--- src/rtl/srp16_pkg.sv ---
// Shared types and helpers for the SRP16 byte-serial memory bridge.
package srp16_pkg;

  typedef enum logic [2:0] {
    IDLE,
    WRITE,
    READ_ISSUE,
    READ_WAIT,
    RESP
  } bridge_state_t;

  localparam int BYTE_W = 8;

  function automatic int bytes_of(input int data_w);
    return data_w / BYTE_W;
  endfunction

  // Width of a byte count that can hold 0..BYTES.
  function automatic int size_w_of(input int data_w);
    return $clog2(data_w / BYTE_W + 1);
  endfunction

  // Word byte position that memory transfer k of an n-byte access maps to.
  function automatic int lane_index(input int k, input int n, input logic big_endian);
    return big_endian ? (n - 1 - k) : k;
  endfunction

endpackage

--- src/rtl/srp16_byte_packer.sv ---
// Combinational read assembly: keep the low n bytes, zero- or sign-fill the rest.
module srp16_byte_packer
  import srp16_pkg::*;
#(
  parameter int DATA_W = 16,
  parameter int SZ_W   = size_w_of(DATA_W)
) (
  input  logic [DATA_W-1:0] bytes_in,
  input  logic [SZ_W-1:0]   n,
  input  logic              sign_ext,
  output logic [DATA_W-1:0] result
);

  localparam int BYTES = bytes_of(DATA_W);

  logic fill;

  // Copy requested bytes, pick the fill bit from byte n-1, then pad upward.
  always_comb begin
    result = '0;
    fill   = 1'b0;
    for (int i = 0; i < BYTES; i++) begin
      if (i < int'(n)) result[BYTE_W*i +: BYTE_W] = bytes_in[BYTE_W*i +: BYTE_W];
      if (i == int'(n) - 1) fill = sign_ext & bytes_in[BYTE_W*i + BYTE_W - 1];
    end
    for (int i = 0; i < BYTES; i++) begin
      if (i >= int'(n)) result[BYTE_W*i +: BYTE_W] = {BYTE_W{fill}};
    end
  end

endmodule

--- src/rtl/srp16_mem_bridge.sv ---
// Word request to byte-serial memory access sequencer with configurable read latency.
module srp16_mem_bridge
  import srp16_pkg::*;
#(
  parameter int DATA_W     = 16,
  parameter int ADDR_W     = 16,
  parameter int MEM_LAT    = 1,
  parameter int BIG_ENDIAN = 0,
  localparam int BYTES     = bytes_of(DATA_W),
  localparam int SZ_W      = size_w_of(DATA_W)
) (
  input  logic              clk,
  input  logic              reset,
  input  logic              req_valid,
  output logic              req_ready,
  input  logic              req_write,
  input  logic              req_signed,
  input  logic [SZ_W-1:0]   req_size,
  input  logic [ADDR_W-1:0] req_addr,
  input  logic [DATA_W-1:0] req_wdata,
  output logic              rsp_valid,
  input  logic              rsp_ready,
  output logic [DATA_W-1:0] rsp_rdata,
  output logic [ADDR_W-1:0] mem_addr,
  output logic [7:0]        mem_wdata,
  output logic              mem_we,
  output logic              mem_re,
  input  logic [7:0]        mem_rdata
);

  bridge_state_t     state, state_n;
  logic [SZ_W-1:0]   k, k_n, n_q, n_src, size_norm;
  logic [2:0]        lat, lat_n;
  logic [ADDR_W-1:0] addr_q, addr_src;
  logic [DATA_W-1:0] wdata_q, wdata_src, cap_q, cap_n, packed_w;
  logic              sign_q, sign_src;
  logic [7:0]        wr_byte;
  int                rd_lane, wr_lane;

  assign req_ready = (state == IDLE);
  assign rsp_valid = (state == RESP);
  assign size_norm = (req_size == '0 || req_size > SZ_W'(BYTES)) ? SZ_W'(BYTES) : req_size;

  srp16_byte_packer #(.DATA_W(DATA_W), .SZ_W(SZ_W)) u_packer (
    .bytes_in (cap_n),
    .n        (n_q),
    .sign_ext (sign_q),
    .result   (packed_w)
  );

  // Next-state, byte/latency counters, capture merge and next outgoing byte.
  always_comb begin
    state_n   = state;
    k_n       = k;
    lat_n     = lat;
    addr_src  = addr_q;
    wdata_src = wdata_q;
    n_src     = n_q;
    sign_src  = sign_q;
    cap_n     = cap_q;
    rd_lane   = lane_index(int'(k), int'(n_q), BIG_ENDIAN != 0);
    case (state)
      IDLE: begin
        if (req_valid) begin
          state_n   = req_write ? WRITE : READ_ISSUE;
          k_n       = '0;
          lat_n     = '0;
          addr_src  = req_addr;
          wdata_src = req_wdata;
          n_src     = size_norm;
          sign_src  = req_signed;
          cap_n     = '0;
        end
      end
      WRITE: begin
        k_n = k + SZ_W'(1);
        if (k_n == n_q) state_n = RESP;
      end
      READ_ISSUE: begin
        state_n = READ_WAIT;
        lat_n   = '0;
      end
      READ_WAIT: begin
        if (lat == 3'(MEM_LAT - 1)) begin
          for (int i = 0; i < BYTES; i++) begin
            if (i == rd_lane) cap_n[BYTE_W*i +: BYTE_W] = mem_rdata;
          end
          k_n     = k + SZ_W'(1);
          state_n = (k_n == n_q) ? RESP : READ_ISSUE;
        end else begin
          lat_n = lat + 3'd1;
        end
      end
      RESP: begin
        if (rsp_ready) state_n = IDLE;
      end
      default: state_n = IDLE;
    endcase
    // Past the last byte the lane may fall outside the word; any value is fine there.
    wr_lane = lane_index(int'(k_n), int'(n_src), BIG_ENDIAN != 0);
    if (wr_lane < 0) wr_lane = 0;
    wr_byte = 8'(wdata_src >> (BYTE_W * wr_lane));
  end

  // Control state and registered memory/response outputs, cleared asynchronously.
  always_ff @(posedge clk or negedge reset) begin
    if (!reset) begin
      state     <= IDLE;
      k         <= '0;
      lat       <= '0;
      mem_we    <= 1'b0;
      mem_re    <= 1'b0;
      mem_addr  <= '0;
      mem_wdata <= '0;
      rsp_rdata <= '0;
    end else begin
      state     <= state_n;
      k         <= k_n;
      lat       <= lat_n;
      mem_we    <= (state_n == WRITE);
      mem_re    <= (state_n == READ_ISSUE);
      mem_addr  <= addr_src + ADDR_W'(k_n);
      mem_wdata <= wr_byte;
      if (state == WRITE && state_n == RESP) rsp_rdata <= '0;
      else if (state == READ_WAIT && state_n == RESP) rsp_rdata <= packed_w;
    end
  end

  // Request fields and captured read bytes; always overwritten before use.
  always_ff @(posedge clk) begin
    addr_q  <= addr_src;
    wdata_q <= wdata_src;
    n_q     <= n_src;
    sign_q  <= sign_src;
    cap_q   <= cap_n;
  end

endmodule

--- config.mk ---
export PLATFORM = sky130hd
export DESIGN_NAME = srp16_mem_bridge
export DESIGN_NICKNAME = d
export VERILOG_FILES = /design/src/rtl/srp16_pkg.sv /design/src/rtl/srp16_byte_packer.sv /design/src/rtl/srp16_mem_bridge.sv
export SDC_FILE = /design/constraint.sdc
export NUM_CORES = 1
export LEC_CHECK = 0
export CAP_MARGIN = 5
export CORE_MARGIN = 3
export CORE_UTILIZATION = 51
export DETAILED_ROUTE_END_ITERATION = 10
export PLACE_DENSITY_LB_ADDON = 0.1
export SETUP_SLACK_MARGIN = 0.15
export SLEW_MARGIN = 15
export SYNTH_ARGS = -nofsm -noshare
export SYNTH_HDL_FRONTEND = slang
export SYNTH_SLANG_ARGS = --single-unit
--- constraint.sdc ---
create_clock -name clk -period 5.6 [get_ports clk]
set_clock_uncertainty 0.05 [all_clocks]
set_input_delay 0.84 -clock clk [delete_from_list [all_inputs] [get_ports clk]]
set_output_delay 0.84 -clock clk [all_outputs]
set_load 0.05 [all_outputs]
==> results of run 1 <==
power by group:
part | switching, µW | total (µW) | internal (µW) | leakage [µW]
logic | 1030 | 1680 | 650 | 0.00115
clock network | 253 | 458 | 206 | 0.000106
registers | 138 | 1180 | 1040 | 0.00107
cell usage after synthesis (2+ instances only):
| cell | count |
|---|---|
| a22o_1 | 8 |
| buf_1 | 2 |
| nand3_1 | 7 |
| buf_4 | 2 |
| nand2_1 | 26 |
| a22oi_1 | 15 |
| mux2_2 | 25 |
| nor2_1 | 20 |
| inv_1 | 28 |
| nor3_2 | 2 |
| dfxtp_1 | 48 |
| clkbuf_1 | 3 |
| and3_1 | 2 |
| and2_1 | 2 |
| and2b_1 | 2 |
| a21oi_1 | 6 |
| nand3b_1 | 3 |
| xor2_1 | 9 |
| nand2b_1 | 4 |
| xnor2_1 | 8 |
| nor3_1 | 5 |
| a21o_1 | 2 |
| and3b_1 | 4 |
| ha_1 | 6 |
| dfrtp_1 | 50 |
| mux2i_1 | 18 |
| nor4_1 | 2 |
| edfxtp_1 | 3 |
| nand4_1 | 4 |
| o21ai_0 | 13 |
| buf_2 | 5 |
routing by layer:
layer | track usage, % | up-vias | wire, µm
met5 | 0 | - | 0
met4 | 4.93 | 0 | 48
met3 | 5.26 | 6 | 401
met2 | 33.8 | 67 | 4180
met1 | 23.1 | 1348 | 3450
li1 | - | 1403 | -
path summary, 6_finish.rpt:
| check | start | to | depth (start not counted) |
|---|---|---|---|
| setup / recovery | req_valid | mem_addr[8]$_DFF_PN0_ | 10 |
| min in group asynchronous | reset | state[2]$_DFF_PN0_ | 2 |
| hold / removal | cap_q[3]$_DFF_P_ | cap_q[3]$_DFF_P_ | 2 |
| max in group asynchronous | reset | mem_addr[6]$_DFF_PN0_ | 2 |
| hold reg to reg | cap_q[3]$_DFF_P_ | cap_q[3]$_DFF_P_ | 2 |
| setup reg to reg | state[1]$_DFF_PN0_ | mem_addr[8]$_DFF_PN0_ | 9 |
worst min-delay path, stage by stage, from the launching register on:
cell,delay (ps)
dfxtp_1,320
a22oi_1,70
inv_1,50
state kept, by name, summed over array words and instances, names as in the netlist, 3 cells and up:
| name | count |
|---|---|
| mem_addr | 16 |
| addr_q | 16 |
| lat | 3 |
| wdata_q | 16 |
| state | 3 |
| mem_wdata | 8 |
| cap_q | 16 |
| rsp_rdata | 16 |
per-stage QoR:
step | cell area, µm² | util [%] | power (µW)
floorplan | 4040 | - | 2380
global placement | 5030 | 67.5 | 2850
detailed placement | 5030 | 67.5 | 2880
CTS | 5230 | 70.2 | 3340
global route | 5240 | 70.3 | 3530
finish | 5240 | 70.3 | 3320
logic make-up (layout without fill, tap and decap cells):
kind of cell,count (synthesis),after routing,synth area share (%)
and+or+nand+nor,90,90,11.9
muxes,45,45,12.1
AOI/OAI and AO/OA,51,51,8.55
adders and majority gates,7,7,2.35
DFF,101,101,57.0
xor gates and xnor gates,17,17,3.69
buffers and inverters,41,139,4.34
cell type report:
type	count	area share, %
multi-input combinational	210	29.9
inverter	28	2.01
sequential	101	44.0
clock buffer	12	3.15
clock inverter	4	0.717
timing repair buffer	95	17.9
tap	99	2.37
==> results.txt, run 1 <==
The run gives 2440 ps as the reg-to-reg setup timing slack. For the pin with the worst max-slew slack, the measured transition is 715 ps. STA puts the critical path data arrival time at 3770 ps. The floorplan step defined a core boundary enclosing 7450 µm².

Clock-pin slew was measured on the worst setup and hold paths at 90 ps. In this run, the number of DRC markers left after iteration 0 of detailed routing was 58. Setup repair after global routing left no endpoint under its margin. The yosys synthesis warning count was 0.

STA classifies the critical path endpoint as a flip-flop. In the final layout, flip-flops and latches occupy 2300 µm². Highest cell delay on the worst timing path: 530 ps.

Adding up every negative setup slack in the final design gives 0 ps. Static timing analysis puts the maximum clock frequency at 283 MHz. The kind of critical path was input pin to flip-flop.

The total global routing track utilization is 19.2%, and the sequential fraction of the synthesis area is 57.0%. In this run the power density over the cells is 633 nW/µm². The worst path meets setup with 2060 ps of slack. In the post-synthesis netlist, the biggest area contributors are dfrtp_1 (31%), dfxtp_1 (24%), mux2_2 (7.0%). Worst hold-check path type: flip-flop to flip-flop. On the critical path, the stage with the largest delay is an instance of buf_4. The number of failing setup endpoints in the final timing report came out at 0.

Across the run, the number of max-cap violations was 0. The share of Yosys cell area claimed by the top area cell type came out at 31.0%. The number of I/O port buffers was 91; the last weighted congestion value of the routability-driven placer was 0.800. Entering global routing, the biggest net connects 51 pins.

The number of placed instances, taps included, is 533. The flow ran to the end, and the final reports show no timing, DRC or antenna violations. The signal on the critical path passes through clkdlybuf4s50_1, nor4b_4, buf_4, mux2_2, ha_1, inv_1, fa_1, nand2b_1, nor3b_1, xor2_1.

The area of the die came out at 9020 µm². TritonCTS built the clock tree. The post-route netlist has 12.2% of its cells at a drive strength greater than 1. The tree built by TritonCTS fans out to 101 sinks. The buffer and inverter count on the worst path came out at 3. The synthesized design contains 101 register bits. Post-synthesis cell type with the largest combined area: dfrtp_1.

The static leakage is 0.00232 µW, and the vertical extent of the die is 95.0 µm. The die width is 95.0 µm. After detailed routing, the number of remaining DRC violations is 0. Summing all multi-input logic gate instances after layout gives 1570 µm².

The run gives 0.475 mV as the peak supply drop. The net total in the final layout is 500. 0 antenna diodes ended up in the layout.

Share of the clock period used by the worst path after layout: 63.2%. OpenSTA, run right after detailed placement, puts the worst setup slack at 1700 ps. The post-synthesis async set-or-reset flop share was 49.5%.

Leaving out fill and tap cells, the most frequent cells in the layout are clkdlybuf4s50_1 (90), dfrtp_1 (50), dfxtp_1 (48). In the synthesized netlist, the number of instances is 352. After floorplanning, the core was divided into 31 placement rows.

The first detailed-routing pass ran for 4 iterations. For the finished layout, the period the worst path requires is 3540 ps. Dividing the detail-routed via count by the number of cells gives 5.14. In this run the remaining antenna-violating nets after routing total 0.

A synthesized cell averages 11.5 µm². At the worst endpoint, the required time is 5830 ps. Once the clock tree was built, the setup fixing pass inserted 0 buffers. The final number of max-transition violations is 0. During I/O placement, the number of pins put on the boundary was 92. The most used flip-flop cell after synthesis is dfrtp_1.

The number of global-route vias before repair was 2885; the area added between synthesis and finish was 29.7%. The non-filler instance count after layout was 549. The number of buffers created by CTS was 9. The number of hold buffers added after CTS was 0. The tools report the effective utilization at floorplan as 54.2%.

The later pin in the worst-skew pair is clocked with a latency of 360 ps. The root buffer selected by CTS was clkbuf_8. The average routed wire per standard cell works out to 14.7 µm.

The first global-routing pass estimated 13400 µm of wire. In this run the tightest slew margin relative to its limit is 51.9%. Detailed routing inserted a total of 2824 vias. Counting flops with a built-in enable in the synthesized netlist gives 3.

Once detailed placement completed, the half-perimeter wirelength came to 5780 µm. Across all hold checks on the routed design, the worst slack comes to 413 ps. Fill cells in the final layout number 572.

Element type at the critical path start: an input pin. Leaving out fill and tap cells, the most frequent cell in the layout is clkdlybuf4s50_1. The H-tree was split into 3 levels. The overflow left after global routing is 0, and the aggregate routed wire length is 8090 µm. The logs give 0 for the number of instances resized during post-cts repair and 2 for the clock tree buffer depth.

The total nets after synthesis was 407; the netlist area before placement was 4040 µm². The cell type group with the largest total delay on the critical path was buffers and inverters. The number of distinct library cell variants in the gate-level netlist after synthesis came out at 49. The tools report the number of antenna violations at the first check in global routing as 0. The peak fanout along the critical path is 47. The number of hold violations in the final report is 0.
Power figures use the tool's default switching activity.
==> run 2, diff against run 1 <==
CORE_UTILIZATION = 50   (was 51)
clock period = 3.7 ns   (was 5.6 ns; I/O delays follow)
==> results.txt, run 2 (synthesis results as in run 1) <==
The overflow left after global routing was 0. Clock-pin slew was measured on the worst setup and hold paths at 90 ps. Setup repair after global routing left no endpoint under its margin. The H-tree was split into 3 levels. The tool flagged a number of max-cap violations equal to 0. The first global-routing pass estimated 13800 µm of wire.

Number of antenna violations at the first check in global routing: 0. The number of vias per cell came out at 5.11. In this run the most used layer during global routing was met2. The core utilization of the finished layout was 67.5%.

Static timing analysis puts the maximum clock frequency at 354 MHz. The run gives 31.2% as the met2 routing resource usage after global routing. The sort of element at the end of the critical path is a flip-flop.

After layout, the design draws a total of 5020 µW. After detailed routing, the average wire length per cell comes to 15.2 µm. Global routing consumed, over all layers together, 19.5% of the routing resources. The core box area came out at 7770 µm².

In this run the power density over the cells is 958 nW/µm². Data on the critical path arrives at its endpoint at 3050 ps. The detailed router finished its first iteration with 75 violations.

Once detail routing completed, the nets flagged for antenna violations numbered 0. Setup violations remaining at the end of the flow were counted as 0. The post-CTS setup buffer count came out at 0. The total number of placement rows is 32. The run gives 0 as the number of instances resized during post-cts repair. After layout, the worst path uses 76.4% of the clock period. The routed design has 8400 µm of wire. For the total instance count after detailed placement, the log shows 538. The library cells used most frequently in the layout, excluding fill and tap cells, are clkdlybuf4s50_1 (90), dfrtp_1 (50), dfxtp_1 (48). In the final timing run, aggregate negative setup slack is 0 ps.

The die is 95.9 µm tall. The most common library cell in the layout ignoring fill and taps is clkdlybuf4s50_1. The final standard cell area without fillers was 5240 µm². The run finished with clean final reports.

The net total in the final layout was 502; the post-place instance area was 5050 µm². IR analysis of the VDD net gives a maximum drop of 0.578 mV. The number of global-route vias before repair is 2839. The run gives 0 as the final number of max-transition violations. Hold repair after CTS inserted 0 buffers. The area growth from synthesis to layout is 29.8%. Entering global routing, the biggest net connects 29 pins.

The logs give 0 for the detailed-route DRC error count and 6100 µm for the post-detailed-placement half-perimeter wirelength. The data required time of the critical path is 3930 ps. Global routing used 25.4% of the available met1 tracks.

The root buffer cell chosen for the clock tree is clkbuf_8. For the diode insertion count for antenna repair, the log shows 0. The kind of critical path was flip-flop to flip-flop.

The smallest clock period supported by the final layout is computed as 2830 ps. The number of hold violations in the final report was 0; the relative slew slack was 54.1%. The share of final-layout standard cells stronger than drive strength 1 was 12.4%; the number of buffers created by CTS was 9.

The worst setup path is launched from a flip-flop. 92 I/O pins were placed. The tools report the clock insertion delay at the later pin of the skew report as 360 ps. The clock tree buffer depth is 2. The die width works out to 95.9 µm. The path class of the tightest hold or removal check is input pin to asynchronous set/reset pin.

The analysis attributes to cell leakage a power of 0.00233 µW. The congestion estimate from routability-driven global placement came to 0.815. Clock tree synthesis found a total of 101 sinks.

The first TritonRoute pass finished after 4 iterations. The run gives 9190 µm² as the area of the die. The peak fanout along the critical path came out at 6. Input and output buffers added on the ports amount to 91.

TritonCTS built the clock tree. In the global route stage, met3 resource usage came out at 5.39%. At the pin with the least slew margin, the transition time is 669 ps.

For the routed via count, the log shows 2833. Once the floorplan was initialized, standard cells occupied 52.0% of the core. Counting the fill cells in the layout gives 618. The non-filler instance count after layout is 554.
[run 2: cell count changes in the layout (fill, tap and decap cells not counted), sizes merged]
cell / change
buf: +2
inv: -1
clkbuf: -1
clkinv: +2
[run 2: worst max-delay path, stage by stage (launching register included)]
cell and delay [ps]:
dfrtp_1 430, inv_1 70, ha_1 250, and2b_1 200
o21ai_1 120, mux2i_2 230, ha_1 230, inv_1 60
fa_1 420, nand2b_1 250, nor3b_1 270, xor2_1 160
[run 2: metrics by stage]
step | setup slack [ps] | hold WS, ps
floorplan | 822 | 209
global placement | 635 | 387
detailed placement | 592 | 392
CTS | 880 | 136
global route | 665 | 149
finish | 875 | 132
[run 2: cell type report]
type	instances	area, µm²	share of cell area [%]
sequential	101	2300	43.9
tap	102	128	2.43
clock buffer	11	151	2.89
multi-input combinational	210	1560	29.8
timing repair buffer	97	951	18.1
clock inverter	5	42.5	0.812
inverter	28	105	2.01
[run 2: layer usage]
| metal | up-vias | part of all wire, % |
|---|---|---|
| met3 | 8 | 5.5 |
| met2 | 76 | 49 |
| met4 | 0 | 1.2 |
| li1 | 1393 | - |
| met1 | 1356 | 44 |
| met5 | - | 0 |
[run 2: path summary, 6_finish.rpt]
check / start / endpoint / slack (ps) / cells past startpoint
setup / recovery: lat[0]$_DFFE_PN0P_ / mem_addr[8]$_DFF_PN0_ / 870 / 11
hold / removal: reset / mem_we$_DFF_PN0_ / 130 / 1
setup reg to reg: lat[0]$_DFFE_PN0P_ / mem_addr[8]$_DFF_PN0_ / 870 / 11
hold reg to reg: cap_q[2]$_DFF_P_ / cap_q[2]$_DFF_P_ / 420 / 2
max in group asynchronous: reset / mem_addr[7]$_DFF_PN0_ / 2670 / 2
min in group clk: cap_q[2]$_DFF_P_ / cap_q[2]$_DFF_P_ / 420 / 2
[run 2: power breakdown]
group	total, µW	internal [µW]	switching, µW	leakage (µW)
registers	1790	1570	214	0.00107
logic	2570	988	1580	0.00116
clock network	668	290	378	0.000102
